===== src/rtl/uart_tx_fifo_cfg.sv =====
// uart_tx_fifo_cfg: parametrised UART transmitter with an internal transmit FIFO.
// Frames are start(0), DATA_BITS data bits LSB first, optional parity, STOP_BITS stop(1).
// Queued words are sent back-to-back with no idle gap between frames.
//
// Optional feature macro: UART_TX_BREAK_EN
//   When defined, adds input tx_break which holds the line low (break condition).
//
// Ports:
//   clk        in   system clock, rising edge
//   rst        in   synchronous active-high reset
//   data_in    in   payload word [DATA_BITS-1:0]
//   tx_valid   in   upstream offers data_in
//   tx_break   in   (UART_TX_BREAK_EN only) force line low
//   tx_ready   out  FIFO can accept (not full)
//   tx         out  registered serial line, idle high
//   tx_busy    out  frame in progress or FIFO non-empty
//   fifo_count out  FIFO occupancy
module uart_tx_fifo_cfg #(
  parameter int unsigned CLK_FREQ   = 125000000,
  parameter int unsigned BAUD_RATE  = 230400,
  parameter int unsigned DATA_BITS  = 8,
  parameter int unsigned PARITY     = 0,
  parameter int unsigned STOP_BITS  = 1,
  parameter int unsigned FIFO_DEPTH = 4
) (
  input  logic                          clk,
  input  logic                          rst,
  input  logic [DATA_BITS-1:0]          data_in,
  input  logic                          tx_valid,
`ifdef UART_TX_BREAK_EN
  input  logic                          tx_break,
`endif
  output logic                          tx_ready,
  output logic                          tx,
  output logic                          tx_busy,
  output logic [$clog2(FIFO_DEPTH):0]   fifo_count
);

  localparam int unsigned CLKS_PER_BIT = CLK_FREQ / BAUD_RATE;
  localparam int unsigned CNT_W = ($clog2(CLKS_PER_BIT) > 16) ? $clog2(CLKS_PER_BIT) : 16;
  localparam int unsigned PTR_W = $clog2(FIFO_DEPTH);
  localparam int unsigned OCC_W = PTR_W + 1;

  typedef enum logic [2:0] {StIdle, StStart, StData, StParity, StStop} state_e;

  state_e                 r_state, w_state_d;
  logic [CNT_W-1:0]       r_baud, w_baud_d;
  logic [3:0]             r_bit, w_bit_d;
  logic [DATA_BITS-1:0]   r_shift;
  logic                   r_tx, w_tx_d, w_tx_line;
  logic [DATA_BITS-1:0]   r_mem [FIFO_DEPTH];
  logic [PTR_W-1:0]       r_wr_ptr, r_rd_ptr;
  logic [OCC_W-1:0]       r_count;
  logic                   w_push, w_pop, w_can_pop, w_bit_done, w_par;
  logic [DATA_BITS-1:0]   w_sh;

  assign tx_ready   = (r_count != OCC_W'(FIFO_DEPTH));
  assign w_push     = tx_valid && tx_ready;
  assign w_bit_done = (r_baud == CNT_W'(CLKS_PER_BIT - 1));
  assign w_par      = (PARITY == 1) ? ~^r_shift : ^r_shift;
  assign tx         = r_tx;
  assign tx_busy    = (r_state != StIdle) || (r_count != '0);
  assign fifo_count = r_count;

`ifdef UART_TX_BREAK_EN
  // r_mask keeps the line high while an interrupted frame finishes after break release;
  // r_gap enforces one bit time of idle before the next pop.
  logic             r_mask;
  logic [CNT_W-1:0] r_gap;

  assign w_can_pop = (r_count != '0) && !tx_break && !r_mask && (r_gap == '0);
  assign w_tx_line = tx_break ? 1'b0 : (r_mask ? 1'b1 : w_tx_d);

  always_ff @(posedge clk) begin
    if (rst) begin
      r_mask <= 1'b0;
      r_gap  <= '0;
    end else begin
      if (tx_break)                   r_mask <= 1'b1;
      else if (w_state_d == StIdle)   r_mask <= 1'b0;
      if (tx_break || r_mask)         r_gap  <= CNT_W'(CLKS_PER_BIT - 1);
      else if (r_gap != '0)           r_gap  <= r_gap - CNT_W'(1);
    end
  end
`else
  assign w_can_pop = (r_count != '0);
  assign w_tx_line = w_tx_d;
`endif

  always_comb begin
    w_state_d = r_state;
    w_baud_d  = r_baud;
    w_bit_d   = r_bit;
    w_pop     = 1'b0;
    if (r_state != StIdle) w_baud_d = w_bit_done ? '0 : r_baud + CNT_W'(1);
    case (r_state)
      StIdle: begin
        if (w_can_pop) begin
          w_pop     = 1'b1;
          w_state_d = StStart;
          w_baud_d  = '0;
          w_bit_d   = '0;
        end
      end
      StStart: begin
        if (w_bit_done) begin
          w_state_d = StData;
          w_bit_d   = '0;
        end
      end
      StData: begin
        if (w_bit_done) begin
          if (r_bit == 4'(DATA_BITS - 1)) begin
            w_bit_d   = '0;
            w_state_d = (PARITY != 0) ? StParity : StStop;
          end else begin
            w_bit_d = r_bit + 4'd1;
          end
        end
      end
      StParity: begin
        if (w_bit_done) begin
          w_state_d = StStop;
          w_bit_d   = '0;
        end
      end
      StStop: begin
        if (w_bit_done) begin
          if (r_bit == 4'(STOP_BITS - 1)) begin
            w_bit_d = '0;
            // Chain straight into the next start bit when more data is queued.
            if (w_can_pop) begin
              w_pop     = 1'b1;
              w_state_d = StStart;
            end else begin
              w_state_d = StIdle;
            end
          end else begin
            w_bit_d = r_bit + 4'd1;
          end
        end
      end
      default: w_state_d = StIdle;
    endcase
  end

  // Line level is derived from the next state so tx is a clean register output.
  always_comb begin
    w_sh = r_shift >> w_bit_d;
    case (w_state_d)
      StStart:  w_tx_d = 1'b0;
      StData:   w_tx_d = w_sh[0];
      StParity: w_tx_d = w_par;
      default:  w_tx_d = 1'b1;
    endcase
  end

  always_ff @(posedge clk) begin
    if (rst) begin
      r_state  <= StIdle;
      r_baud   <= '0;
      r_bit    <= '0;
      r_tx     <= 1'b1;
      r_shift  <= '0;
      r_wr_ptr <= '0;
      r_rd_ptr <= '0;
      r_count  <= '0;
    end else begin
      r_state <= w_state_d;
      r_baud  <= w_baud_d;
      r_bit   <= w_bit_d;
      r_tx    <= w_tx_line;
      if (w_push) r_wr_ptr <= r_wr_ptr + PTR_W'(1);
      if (w_pop) begin
        r_rd_ptr <= r_rd_ptr + PTR_W'(1);
        r_shift  <= r_mem[r_rd_ptr];
      end
      if (w_push && !w_pop)      r_count <= r_count + OCC_W'(1);
      else if (!w_push && w_pop) r_count <= r_count - OCC_W'(1);
    end
  end

  // Storage needs no reset; the pointers and count define what is valid.
  always_ff @(posedge clk) begin
    if (w_push) r_mem[r_wr_ptr] <= data_in;
  end

endmodule

===== config.mk =====
export PLATFORM = sky130hd
export DESIGN_NAME = uart_tx_fifo_cfg
export DESIGN_NICKNAME = d
export VERILOG_FILES = /design/src/rtl/uart_tx_fifo_cfg.sv
export SDC_FILE = /design/constraint.sdc
export NUM_CORES = 1
export LEC_CHECK = 0
export BUFFER_PORTS_ARGS = -buffer_cell sky130_fd_sc_hd__buf_4
export CORE_MARGIN = 2
export CORE_UTILIZATION = 65
export CTS_CLUSTER_SIZE = 14
export DETAILED_ROUTE_END_ITERATION = 10
export GPL_ROUTABILITY_DRIVEN = 0
export HOLD_SLACK_MARGIN = 0.1
export PLACE_DENSITY = 0.89
export REMOVE_ABC_BUFFERS = 1
export SLEW_MARGIN = 10
export SYNTH_ARGS = -nofsm -noshare
export SYNTH_HDL_FRONTEND = slang
export SYNTH_SLANG_ARGS = --single-unit

===== constraint.sdc =====
create_clock -name clk -period 3.9 [get_ports clk]
set_input_delay 0.195 -clock clk [delete_from_list [all_inputs] [get_ports clk]]
set_output_delay 0.195 -clock clk [all_outputs]
set_load 0.1 [all_outputs]

==> results.md <==
* TNS Setup at 0 ns
* CP most frequent cell: ha_1
* Largest net degree at the start of global routing at 40
* Global-route wire length before repair at 11600 um
* CP arrival at 3.44 ns
* Wire per inst at 16.8 um
* Post_cts resized at 0
* Post-synth EDFFs at 32
* Worst hold slack at 0.260 ns
* Worst r2r src: r_baud[0]
* RR Endpoint: fifo_count[2]
* Fin crit period at 3.16 ns
* Placed inst area at 0.00358 mm2
* Dpl hpwl at 4290 um
* CP Capture Type: register
* Core Area at 0.00511 mm2
* RSZ-0062 raised after global routing: false
* TritonCTS clock tree: done
* CTS max path bufs at 2
* CP max-delay cell: nand2b_1
* WP buf/inv at 1
* DR vias at 2487
* Hold Vio Cnt, Final at 0
* Die Span Y at 76.7 um
* CP max FO at 11
* Die area at 0.00589 mm2
* Share of flip-flops with an asynchronous set or reset at 0%
* Leakage at 0.00142 uW
* Starting Density at 67.3%
* CTS Root Cell: clkbuf_8
* Worst-path clk slew at 0.08 ns
* Delay-heaviest family, CP: simple AND/OR/NAND/NOR gates
* CTS HTree Levels at 3
* Final core occ at 75.1%
* Number of global-route vias before repair at 2433
* Yosys Warn Count at 0
* CTS Buf Count at 9
* GR Util All Layers at 25.8%
* Crit. Startpoint: r_baud[0]
* Vias per cell at 6.01
* Fillers at 330
* Cells on worst reg2reg path at 11
* Max stage delay on crit path at 0.44 ns
* WS Path Type: reg2reg
* P&R area growth vs syn at 11.5%
* Synth Register Bits at 71
* Routed wire length at 6970 um
* Outcome: completed
* Sequential area share after synthesis at 50.6%
* Area of the mapped netlist at 0.00344 mm2
* Synth Flop Type: dfxtp_1
* Post-synthesis cell type count at 55
* Rel. slew slack at 46.0%
* Port-buffer cells at 16
* Final setup margin at 0.739 ns
* Reg-to-reg setup timing slack at 0.74 ns
* Maximum vdd drop at 535 uV
* Clock sinks at 71
* Hold EP: fifo_count[1]
* Hold depth at 2
* Max Cap Viol at 0
* DRC Markers at 0
* TritonRoute pass-1 iters at 5
* Die Wd at 76.7 um
* Worst-Margin Slew at 0.807 ns
* CP Cell Sequence: ha_1 > nor3b_1 > nand4_2 > o21a_1 > nand2b_1 > ha_1 > inv_1 > fa_1 > xor2_1 > or3_1 > a21oi_1
* Post-CTS Setup Inserts at 0
* Site Rows at 26
* Initial antenna violation count at 0
* Startpoint Class: register
* Worst-Skew Late Latency at 0.36 ns
* Remaining antenna violation count at 0
* First DRT Iteration DRCs at 192
* Setup violators final at 0
* CP required at 4.18 ns
* Nets at 360
* Hold Path Origin: rst
* Number of diodes at 0
* Ports at 17
* Congestion Overflow GR at 0
* Mapped Cells at 319
* Worst hold path class: in2reg
* Pwr dens at 640 mW/mm2
* Period utilization at 81.0%
* Avg Cell Area, Syn at 10.8 um2
* Post-route cell area at 0.00383 mm2
* Share of cells above drive strength 1 at 16.3%
* Fin. max-slew vios at 0
* Dpl ws at 0.783 ns
* Fin Clk Skew at 0.0109 ns
* Maximum clock rate at 316 MHz
[how the worst max path moves through the flow]
stage | to | slack, ns | depth (start not counted)
final | fifo_count[2] | 0.74 | 11
after global routing | fifo_count[2] | 0.49 | 11
after CTS | fifo_count[2] | 0.75 | 11
after detailed placement | fifo_count[2] | 0.78 | 11
after global placement | fifo_count[2] | 0.98 | 11
after floorplan | fifo_count[2] | 0.46 | 9
[synth_stat cells (3+ instances only)]
cell type  instances  area, um2
xnor2_1           10       87.6
inv_1             11       41.3
a311oi_1           3       26.3
nand3_1            8       40.0
edfxtp_1          32        961
mux4_2             8        180
nor2_1            46        173
xor2_1             4       35.0
buf_2              3       15.0
or3_1              4       25.0
ha_1               9        113
dfxtp_1           39        781
a21oi_1           17       85.1
clkbuf_1           8       30.0
nor4_1             3       18.8
mux2i_1           13        130
o21ai_0           14       70.1
nand4_1            3       18.8
a211oi_1           3       22.5
nand2_1           22       82.6
nor3_1             6       30.0
and3_1             8       50.1
[flip-flops by register name, summed over array words and instances (netlist names)]
register,cells
fifo_count,3
r_baud,16
r_bit,4
r_mem,32
r_rd_ptr,2
r_shift,8
r_state,3
r_wr_ptr,2
tx,1
[timing repair]
item                       in CTS  in global routing
hold buffers                    8                  0
setup endpoints to repair       0                  0
hold endpoints to repair       32                  0
[cells in the final DEF, fill, tap and decap left out, types with 2 or more instances in the layout]
| cell type | count |
|---|---|
| a211o_2 | 2 |
| a211oi_1 | 3 |
| a21oi_1 | 17 |
| a22oi_1 | 2 |
| a311oi_1 | 3 |
| and2_1 | 2 |
| and3_1 | 8 |
| and3_2 | 2 |
| buf_4 | 16 |
| clkbuf_8 | 9 |
| clkinvlp_4 | 3 |
| dfxtp_1 | 39 |
| dlygate4sd3_1 | 8 |
| edfxtp_1 | 32 |
| ha_1 | 9 |
| inv_1 | 11 |
| inv_6 | 3 |
| mux2i_1 | 13 |
| mux4_2 | 8 |
| nand2_1 | 22 |
| nand2b_1 | 2 |
| nand3_1 | 8 |
| nand3b_1 | 2 |
| nand4_1 | 3 |
| nor2_1 | 46 |
| nor2b_1 | 2 |
| nor3_1 | 6 |
| nor3b_1 | 2 |
| nor4_1 | 3 |
| nor4b_4 | 2 |
| o211ai_1 | 2 |
| o21a_1 | 2 |
| o21ai_0 | 14 |
| or3_1 | 4 |
| xnor2_1 | 10 |
| xor2_1 | 4 |
[final cells by class]
class	count	area (um2)	share of cell area, %
clock buffers	9	124	3.23
clock inverters	7	53.8	1.40
inverters	11	41.3	1.08
multi-input cells	222	1590	41.4
flip-flops and latches	71	1740	45.4
well taps	70	87.6	2.28
repair buffers	24	200	5.22
[power by group]
part	switching, uW	internal, uW
clock network	299	236
logic	580	345
registers	112	881
total	991	1460
[logic make-up after synthesis]
logic type	share of synthesized area [%]
AOI/OAI and AO/OA	11.3
DFF	50.6
xor gates and xnor gates	3.56
and+or+nand+nor	18.3
adders and majority gates	3.86
muxes	9.02
buffers and inverters	3.27
[per-stage QoR]
| stage | cells | total power, uW |
|---|---|---|
| floorplan | 304 | 1700 |
| global placement | 390 | 1860 |
| detailed placement | 390 | 1900 |
| CTS | 414 | 2440 |
| global route | 414 | 2590 |
| finish | 414 | 2450 |
[routing by layer]
layer	global-route usage [%]	vias to the layer above	share of wire, %
met5	0	-	0
met2	43.3	77	52
met3	6.59	15	5.1
li1	-	1197	-
met1	30.9	1198	41
met4	12.4	0	2.3
Note: power is estimated with default switching activity, not from simulation.
